`config.mk`:
```
export PLATFORM = sky130hd
export DESIGN_NAME = spi_master
export DESIGN_NICKNAME = d
export VERILOG_FILES = /design/src/rtl/spi_pkg.sv /design/src/rtl/spi_master_shreg.sv /design/src/rtl/spi_master.sv
export SDC_FILE = /design/constraint.sdc
export NUM_CORES = 1
export LEC_CHECK = 0
export CAP_MARGIN = 20
export CORE_UTILIZATION = 51
export CTS_CLUSTER_SIZE = 24
export DETAILED_ROUTE_END_ITERATION = 12
export PLACE_DENSITY_LB_ADDON = 0.25
export SLEW_MARGIN = 20
export SYNTH_ARGS = -nofsm -noshare
export SYNTH_HDL_FRONTEND = slang
export SYNTH_HIERARCHICAL = 1
export SYNTH_SLANG_ARGS = --single-unit
```
`constraint.sdc`:
```
create_clock -name clk -period 2.3 [get_ports clk]
set_clock_uncertainty 0.1 [all_clocks]
set_input_delay 0.23 -clock clk [delete_from_list [all_inputs] [get_ports clk]]
set_output_delay 0.23 -clock clk [all_outputs]
set_load 0.05 [all_outputs]
```
`src/rtl/spi_pkg.sv`:
```
// Shared SPI definitions: command encodings and the master state set.
// Used by the master and by the RAM-side slave.
package spi_pkg;

    typedef enum logic [1:0] {
        CMD_WR_ADDR = 2'b00,
        CMD_WR_DATA = 2'b01,
        CMD_RD_ADDR = 2'b10,
        CMD_RD_DATA = 2'b11
    } spi_cmd_e;

    typedef enum logic [2:0] {
        IDLE,
        START,
        SHIFT,
        WAIT,
        RECV,
        END
    } spi_state_e;

    function automatic int unsigned max2(input int unsigned a, input int unsigned b);
        return (a > b) ? a : b;
    endfunction

endpackage

```
`src/rtl/spi_master_shreg.sv`:
```
// Frame shift register: parallel load of {cmd,payload}, MSB-first serial out
// towards MOSI, serial in from MISO at the LSB end.
module spi_master_shreg #(
    parameter int unsigned WIDTH = 10,
    parameter int unsigned RX_W  = 8
) (
    input  logic             clk,
    input  logic             rst,
    input  logic             load_i,
    input  logic [WIDTH-1:0] load_data_i,
    input  logic             shift_i,
    input  logic             ser_i,
    output logic             ser_o,
    output logic [RX_W-1:0]  rx_o
);

    logic [WIDTH-1:0] data_q, data_d;

    always_comb begin
        data_d = data_q;
        if (load_i) begin
            data_d = load_data_i;
        end else if (shift_i) begin
            data_d = {data_q[WIDTH-2:0], ser_i};
        end
    end

    always_ff @(posedge clk) begin
        if (rst) begin
            data_q <= '0;
        end else begin
            data_q <= data_d;
        end
    end

    assign ser_o = data_q[WIDTH-1];

    // Received word as it will stand once the bit currently on ser_i is taken.
    assign rx_o = {data_q[RX_W-2:0], ser_i};

endmodule

```
`src/rtl/spi_master.sv`:
```
// SPI master for the RAM slave: one bit per clk, frames of {cmd, payload}.
// Optional read-data sequencing check enabled by defining SPI_MASTER_CMD_CHECK_EN.
module spi_master
    import spi_pkg::*;
#(
    parameter int unsigned ADDR_SIZE  = 8,
    parameter int unsigned TURNAROUND = 2
) (
    input  logic                 clk,
    input  logic                 rst,
    input  logic                 cmd_valid,
    output logic                 cmd_ready,
    input  logic [1:0]           cmd,
    input  logic [ADDR_SIZE-1:0] cmd_data,
    output logic                 rsp_valid,
    output logic [ADDR_SIZE-1:0] rsp_data,
    output logic                 err,
    output logic                 SS_n,
    output logic                 MOSI,
    input  logic                 MISO
);

    localparam int unsigned FRAME_W = ADDR_SIZE + 2;
    localparam int unsigned CNT_MAX = max2(FRAME_W, TURNAROUND);
    localparam int unsigned CNT_W   = $clog2(CNT_MAX + 1);

    typedef logic [CNT_W-1:0] cnt_t;

    spi_state_e           state_q, state_d;
    cnt_t                 cnt_q, cnt_d;
    spi_cmd_e             cmd_q, cmd_d;
    logic                 rsp_valid_q, rsp_valid_d;
    logic [ADDR_SIZE-1:0] rsp_data_q, rsp_data_d;

    logic                 accept;
    logic                 reject;
    logic                 load;
    logic                 shift;
    logic                 ser_out;
    logic [ADDR_SIZE-1:0] rx_word;

    assign cmd_ready = (state_q == IDLE) && !rst;
    assign accept    = cmd_valid && cmd_ready;
    assign load      = accept && !reject;
    assign shift     = (state_q == SHIFT) || (state_q == RECV);

`ifdef SPI_MASTER_CMD_CHECK_EN
    logic rd_addr_seen_q, rd_addr_seen_d;
    logic err_q;

    // A read-data frame is only meaningful right after a completed read-address frame.
    assign reject = accept && (cmd == CMD_RD_DATA) && !rd_addr_seen_q;

    always_comb begin
        rd_addr_seen_d = rd_addr_seen_q;
        if (state_q == END) begin
            rd_addr_seen_d = (cmd_q == CMD_RD_ADDR);
        end
    end

    always_ff @(posedge clk) begin
        if (rst) begin
            rd_addr_seen_q <= 1'b0;
            err_q          <= 1'b0;
        end else begin
            rd_addr_seen_q <= rd_addr_seen_d;
            err_q          <= reject;
        end
    end

    assign err = err_q;
`else
    assign reject = 1'b0;
    assign err    = 1'b0;
`endif

    spi_master_shreg #(
        .WIDTH (FRAME_W),
        .RX_W  (ADDR_SIZE)
    ) u_shreg (
        .clk         (clk),
        .rst         (rst),
        .load_i      (load),
        .load_data_i ({cmd, cmd_data}),
        .shift_i     (shift),
        .ser_i       (MISO),
        .ser_o       (ser_out),
        .rx_o        (rx_word)
    );

    always_comb begin
        state_d     = state_q;
        cnt_d       = cnt_q;
        cmd_d       = cmd_q;
        rsp_valid_d = 1'b0;
        rsp_data_d  = rsp_data_q;
        case (state_q)
            IDLE: begin
                if (load) begin
                    state_d = START;
                    cmd_d   = spi_cmd_e'(cmd);
                    cnt_d   = '0;
                end
            end
            START: begin
                state_d = SHIFT;
                cnt_d   = cnt_t'(FRAME_W - 1);
            end
            SHIFT: begin
                if (cnt_q == '0) begin
                    if (cmd_q == CMD_RD_DATA) begin
                        if (TURNAROUND != 0) begin
                            state_d = WAIT;
                            cnt_d   = cnt_t'(TURNAROUND - 1);
                        end else begin
                            state_d = RECV;
                            cnt_d   = cnt_t'(ADDR_SIZE - 1);
                        end
                    end else begin
                        state_d = END;
                        cnt_d   = '0;
                    end
                end else begin
                    cnt_d = cnt_q - cnt_t'(1);
                end
            end
            WAIT: begin
                if (cnt_q == '0) begin
                    state_d = RECV;
                    cnt_d   = cnt_t'(ADDR_SIZE - 1);
                end else begin
                    cnt_d = cnt_q - cnt_t'(1);
                end
            end
            RECV: begin
                // The last MISO bit is folded in directly so rsp_data is valid during END.
                if (cnt_q == '0) begin
                    state_d     = END;
                    cnt_d       = '0;
                    rsp_valid_d = 1'b1;
                    rsp_data_d  = rx_word;
                end else begin
                    cnt_d = cnt_q - cnt_t'(1);
                end
            end
            END: begin
                state_d = IDLE;
                cnt_d   = '0;
            end
            default: begin
                state_d = IDLE;
                cnt_d   = '0;
            end
        endcase
    end

    always_ff @(posedge clk) begin
        if (rst) begin
            state_q     <= IDLE;
            cnt_q       <= '0;
            cmd_q       <= CMD_WR_ADDR;
            rsp_valid_q <= 1'b0;
            rsp_data_q  <= '0;
        end else begin
            state_q     <= state_d;
            cnt_q       <= cnt_d;
            cmd_q       <= cmd_d;
            rsp_valid_q <= rsp_valid_d;
            rsp_data_q  <= rsp_data_d;
        end
    end

    assign SS_n      = !((state_q == START) || (state_q == SHIFT) ||
                         (state_q == WAIT)  || (state_q == RECV));
    assign MOSI      = ((state_q == START) || (state_q == SHIFT)) && ser_out;
    assign rsp_valid = rsp_valid_q;
    assign rsp_data  = rsp_data_q;

endmodule
```
==> results of run 1 <==
[metrics by stage]
stage / power [uW] / cell area, sq um / utilization / cells
floorplan: 1699 / 1424 / - / 155
global placement: 1880 / 1649 / 0.6480 / 198
detailed placement: 1929 / 1649 / 0.6480 / 198
CTS: 2245 / 1702 / 0.6686 / 202
global route: 2397 / 1702 / 0.6686 / 202
finish: 2241 / 1702 / 0.6686 / 202
[placed cells by master (no fill, tap or decap), drive strengths merged, types with 2 or more instances in the layout]
cell type and instances:
inv 6, nor2b 11, a211oi 10, clkbuf 3, nor3b 3, mux2i 20, dfxtp 28, nand3 3
ha 2, a21oi 8, nor3 3, xnor2 3, clkdlybuf4s50 22, nand2 8, nor2 14, o21ai 2
buf 9
[tightest hold or removal path: cells and delay by family]
kind	cells	cell delay [ns]
buffers and inverters	1	0.40
AO/OA/AOI/OAI	1	0.05
AND/OR/NAND/NOR	1	0.11
[logic make-up after synthesis]
group | Yosys count
buf+inv | 25
other cells | 1
mux | 20
simple gates | 47
compound gates | 29
flops | 28
fa+ha+maj | 2
xor+xnor | 3
[per-layer routing]
metal	vias to the layer above	routed length, microns	global-route usage
li1	563	-	-
met1	519	1274	0.2915
met2	32	1356	0.3232
met3	6	160	0.03333
met4	0	62	0.09829
met5	-	0	0
[sequential cells by signal, summed over array words and instances (netlist names)]
register,flops
state_q,3
rsp_data,8
rsp_valid,1
cnt_q,4
cmd_q,2
u_shreg/data_q,10
[power by group]
part	switching, uW	internal, uW
sequential	151	610
combinational	628	533
clock	143	176
total	922	1320
[how the worst min path moves through the flow]
| stage | from | end | slack, ns | cells after the start |
|---|---|---|---|---|
| 5_1_grt | cmd_data[0] | u_shreg/data_q[0] | 0.39 | 3 |
| 6_report | cmd_data[3] | u_shreg/data_q[3] | 0.39 | 3 |
| 4_1_cts | cmd_data[0] | u_shreg/data_q[0] | 0.39 | 3 |
| 3_5_place_dp | cmd_q[0] | cmd_q[0] | 0.38 | 2 |
| 3_3_place_gp | cmd_q[1] | cmd_q[1] | 0.36 | 2 |
| 2_1_floorplan | cmd[0] | cmd_q[0] | 0.26 | 2 |
[area by class of cell]
cell class,instances,area (sq um)
multi-input cells,102,724.4
repair buffers,31,300.3
inverters,7,26.28
clock buffers,3,22.52
well taps,30,37.54
fillers,212,843.3
flip-flops and latches,28,560.5
clock inverters,1,30.03
==> results.yml, run 1 <==
detailed_routing:
  viasPerCell: 5.545
  drt_iter0_drc: 28
  drc: 0
  routed-via-count: 1120
  ant_nets: 0
  post_drt_wl_per_cell_microns: 14.13
  drt-total-wl_microns: 2854
  dr.pass1.iters: 4
clock_network:
  clk_latency_ns: 0.32
  hold_buffers: 0
  post_cts_buffers: 0
  clock_sinks: 28
  cts.clk_slew.worst_paths_ns: 0.15
  htreeDepth: 1
  cts_tree: "yes"
  cts_resized: 0
  cts_buffer_depth: 2
  cts_root_buf: "clkbuf_4"
  cts_made_buffers: 3
sta:
  finalSetupViolations: 0
  tightest_slew_ns: 0.5054
  max_freq_ghz: 0.4883
  fin_tns_setup_ns: 0
  finalHoldViolations: 0
  period_share: 0.8904
  slew_violations: 0
  max_slew_margin: 0.6620
  hold_ws_ns: 0.3924
  rsz0062_at_grt: "false"
  setup_ws_ns: 0.2520
  period_needed_ns: 2.048
floorplan:
  start_util: 0.5536
  rows: 18
  io_pins: 27
  die-area_sq_mm: 0.002977
  core_sq_mm: 0.002545
  die_y_microns: 54.56
  die_w_microns: 54.56
place:
  hpwl_microns: 2210
  dp_slack_ns: 0.2719
  port_buffers: 25
  place_congestion: 0.8208
setup_path:
  slowest_delay_ns: 0.43
  worstSetupStartpoint: "cnt_q[0]"
  path_cells: "inv_1 -> ha_1 -> or3b_4 -> a31oi_1 -> a21oi_1 -> o311a_1"
  reg2reg_setup_slack_ns: 0.25
  regToRegEndpoint: "cnt_q[0]"
  cp.depth: 6
  crit-reg2reg-launch: "cnt_q[0]"
  cp_slowest_cell: "or3b_4"
  path_max_fanout: 5
  startpoint_type: "flip-flop"
  cp-end-kind: "flip-flop"
  crit_buf_inv: 1
  worstRegToRegCells: 6
  crit_family: "compound AO/OA/AOI/OAI gates"
  critPathKind: "reg2reg"
  crit_end: "cnt_q[0]"
  required_ns: 2.43
  cp.arrival_ns: 2.18
logic_synthesis:
  synth_top_family_by_area: "simple AND/OR/NAND/NOR gates"
  synthArstFlopShare: 0
  netlist_top_cells_count: "dfxtp_1, mux2i_1, nor2_1"
  ys_seq_elements: 28
  synth_top_cell_by_area: "dfxtp_1"
  yosysSeqAreaShare: 0.3979
  yosysUniqueCellTypes: 36
  syn_area_sq_mm: 0.001409
  muxShareOfSynthArea: 0.1421
  syn_avg_cell_area_sq_um: 9.089
  synth_edf_count: 0
  synth_nets: 171
  yosys-top-cells-area: "dfxtp_1, mux2i_1, a211oi_1"
  synth_top_cell_area_share: 0.3979
  synth_xor_area_frac: 0.01865
  synth_fa_ha_area_frac: 0.01776
  synthFlopType: "dfxtp_1"
  yosysWarnings: 6
  yosysMostFrequentCell: "dfxtp_1"
  synthCells: 155
  yosys.area_share.simple: 0.1767
  synth-compound-area-share: 0.1456
cells_and_area:
  final_nets: 189
  area_delta_synth_final_pct: 20.78
  antenna_cells: 0
  drive_above_1_share: 0.1047
power:
  power_density_mw_per_mm2: 1317
  vdd_drop_max_mv: 1.131
  p_leak_uw: 0.0006849
grt:
  gr-total-overflow: 0
  grtUsageTotal: 0.2123
  grt_pass1_vias: 947
  grt_max_degree: 20
  antenna_found_initial: 0
  grt_pass1_wl_microns: 4471
hold_path:
  min-delay-path-class: "in2reg"
status:
  outcome: "complete, no violations"
job:
  maxCapViolCount: 0
No activity file was read; power rests on OpenSTA's default activity.
==> run 2: changes to the inputs <==
- ABC_AREA: default -> 1
- CTS_CLUSTER_SIZE: 24 -> 16
==> results.yml, run 2 <==
status:
  outcome: "complete, no violations"
floorplan:
  die-area_sq_mm: 0.003127
  rows: 19
  io_pins: 27
  die_w_microns: 55.92
  die_y_microns: 55.92
  core_sq_mm: 0.002758
  start_util: 0.5377
clock_network:
  cts_resized: 1
  cts_tree: "yes"
  cts_made_buffers: 3
  clk_latency_ns: 0.32
  cts_root_buf: "clkbuf_4"
  post_cts_buffers: 0
  htreeDepth: 1
  clock_sinks: 28
  cts_buffer_depth: 2
  cts.clk_slew.worst_paths_ns: 0.14
  hold_buffers: 0
logic_synthesis:
  syn_avg_cell_area_sq_um: 6.801
  yosysWarnings: 6
  synthCells: 218
  ys_seq_elements: 28
  yosysUniqueCellTypes: 24
  synthArstFlopShare: 0
  synth_top_cell_by_area: "dfxtp_1"
  yosysMostFrequentCell: "nand2_1"
  synthFlopType: "dfxtp_1"
  yosysSeqAreaShare: 0.3781
  synth_nets: 234
  netlist_top_cells_count: "nand2_1, dfxtp_1, nand3_1"
  synth_top_cell_area_share: 0.3781
  syn_area_sq_mm: 0.001483
  synth_edf_count: 0
  yosys-top-cells-area: "dfxtp_1, nand2_1, nand3_1"
setup_path:
  cp-end-kind: "primary output"
  path_max_fanout: 6
  worstSetupStartpoint: "state_q[2]"
  slowest_delay_ns: 0.51
  crit-reg2reg-launch: "state_q[2]"
  required_ns: 1.97
  startpoint_type: "flip-flop"
  cp_slowest_cell: "dlygate4sd2_1"
  path_cells: "inv_1 -> nand3_1 -> nand3_1 -> inv_1 -> dlygate4sd2_1"
  cp.arrival_ns: 1.69
  critPathKind: "reg2out"
detailed_routing:
  drt_iter0_drc: 37
  routed-via-count: 1321
  post_drt_wl_per_cell_microns: 10.57
  ant_nets: 0
  drc: 0
  dr.pass1.iters: 4
  viasPerCell: 4.948
  drt-total-wl_microns: 2822
cells_and_area:
  fillCellCount: 262
  final_nets: 254
  antenna_cells: 0
  largest_reg_flops: 10
  layout_commonest_cell: "nand2_1"
  area_delta_synth_final_pct: 15.02
  drive_above_1_share: 0.08898
  ff_latch_area_sq_um: 560.5
  mostFrequentLayoutCells: "nand2_1, nand3_1, dfxtp_1, inv_1"
  top_register: "u_shreg/data_q"
  multiInputGateArea_sq_um: 716.9
sta:
  max_slew_margin: 0.6637
  finalHoldViolations: 0
  period_needed_ns: 2.019
  rsz0062_at_grt: "false"
  period_share: 0.8780
  fin_tns_setup_ns: 0
  max_freq_ghz: 0.4952
  finalSetupViolations: 0
  slew_violations: 0
  tightest_slew_ns: 0.5029
power:
  vdd_drop_max_mv: 0.8635
  power_uw: 1798
  power_density_mw_per_mm2: 1055
  p_leak_uw: 0.0008507
job:
  maxCapViolCount: 0
grt:
  grtUsageTotal: 0.1989
  grt_pass1_wl_microns: 5002
  antenna_found_initial: 0
  grt_pass1_vias: 1146
  gr-total-overflow: 0
  grt_max_degree: 15
hold_path:
  hold_start: "cmd[1]"
  min-delay-path-class: "in2reg"
place:
  hpwl_microns: 2167
  port_buffers: 25
  place_congestion: 0.8752
-- run 2: cell types whose count changed in the layout (fill, tap and decap cells not counted), moves of 3 or more --
| cell | delta |
|---|---|
| mux2i_1 | -20 |
| nand2_1 | +55 |
| o21ai_0 | +7 |
| nand3_1 | +25 |
| nand2_2 | +3 |
| a211oi_1 | -10 |
| buf_4 | -4 |
| nor2_1 | +8 |
| nor3_1 | -3 |
| inv_1 | +19 |
| nor2b_1 | -11 |
-- run 2: per-stage QoR --
| step | setup slack (ns) | utilization | instances | area [sq um] | hold WS (ns) |
|---|---|---|---|---|---|
| after floorplan | 0.08000 | - | 218 | 1483 | 0.1991 |
| after global placement | 0.3924 | 0.6107 | 264 | 1684 | 0.3510 |
| after detailed placement | 0.3640 | 0.6107 | 264 | 1684 | 0.3571 |
| after CTS | 0.2737 | 0.6184 | 267 | 1705 | 0.3683 |
| after global routing | 0.1266 | 0.6184 | 267 | 1705 | 0.4008 |
| final | 0.2806 | 0.6184 | 267 | 1705 | 0.3710 |
-- run 2: final cells by class --
cell class	count	share of cell area
clock buffers	3	0.01321
inverters	28	0.06310
multi-input cells	150	0.4204
flip-flops and latches	28	0.3287
well taps	31	0.02274
repair buffers	27	0.1519
-- run 2: worst paths after layout --
kind / endpoint / slack [ns] / depth (start not counted)
min: cmd_q[1] / 0.37 / 3
min reg2reg: cmd_q[1] / 0.37 / 2
max reg2reg: u_shreg/data_q[1] / 0.46 / 10
max: SS_n / 0.28 / 5
-- run 2: logic make-up (layout without fill, tap and decap cells) --
kind of cell / Yosys count / in the layout / share of synthesized area
simple gates: 125 / 125 / 0.3789
buf+inv: 40 / 58 / 0.1384
flops: 28 / 28 / 0.3781
compound gates: 21 / 21 / 0.07933
fa+ha+maj: 2 / 2 / 0.01687
other cells: 1 / 1 / 0.002529
xor+xnor: 1 / 1 / 0.005908
-- run 2: layer usage --
layer  wire length [microns]  global-route usage
met1                    1382              0.2762
met2                    1301              0.3253
met3                     128             0.04186
met4                      10             0.03484
met5                       0                   0
-- run 2: critical path: cells and delay by family, from the launching register on --
kind	cells	cell delay, ns
DFF	1	0.41
and+or+nand+nor	2	0.29
buffers and inverters	3	0.68
-- run 2: where the power goes --
part | switching [uW] | internal (uW) | leakage (uW) | total (uW)
Sequential | 83.5 | 592 | 0.000228 | 675
Clock | 126 | 61.3 | 0.0000138 | 188
Combinational | 623 | 312 | 0.000609 | 935
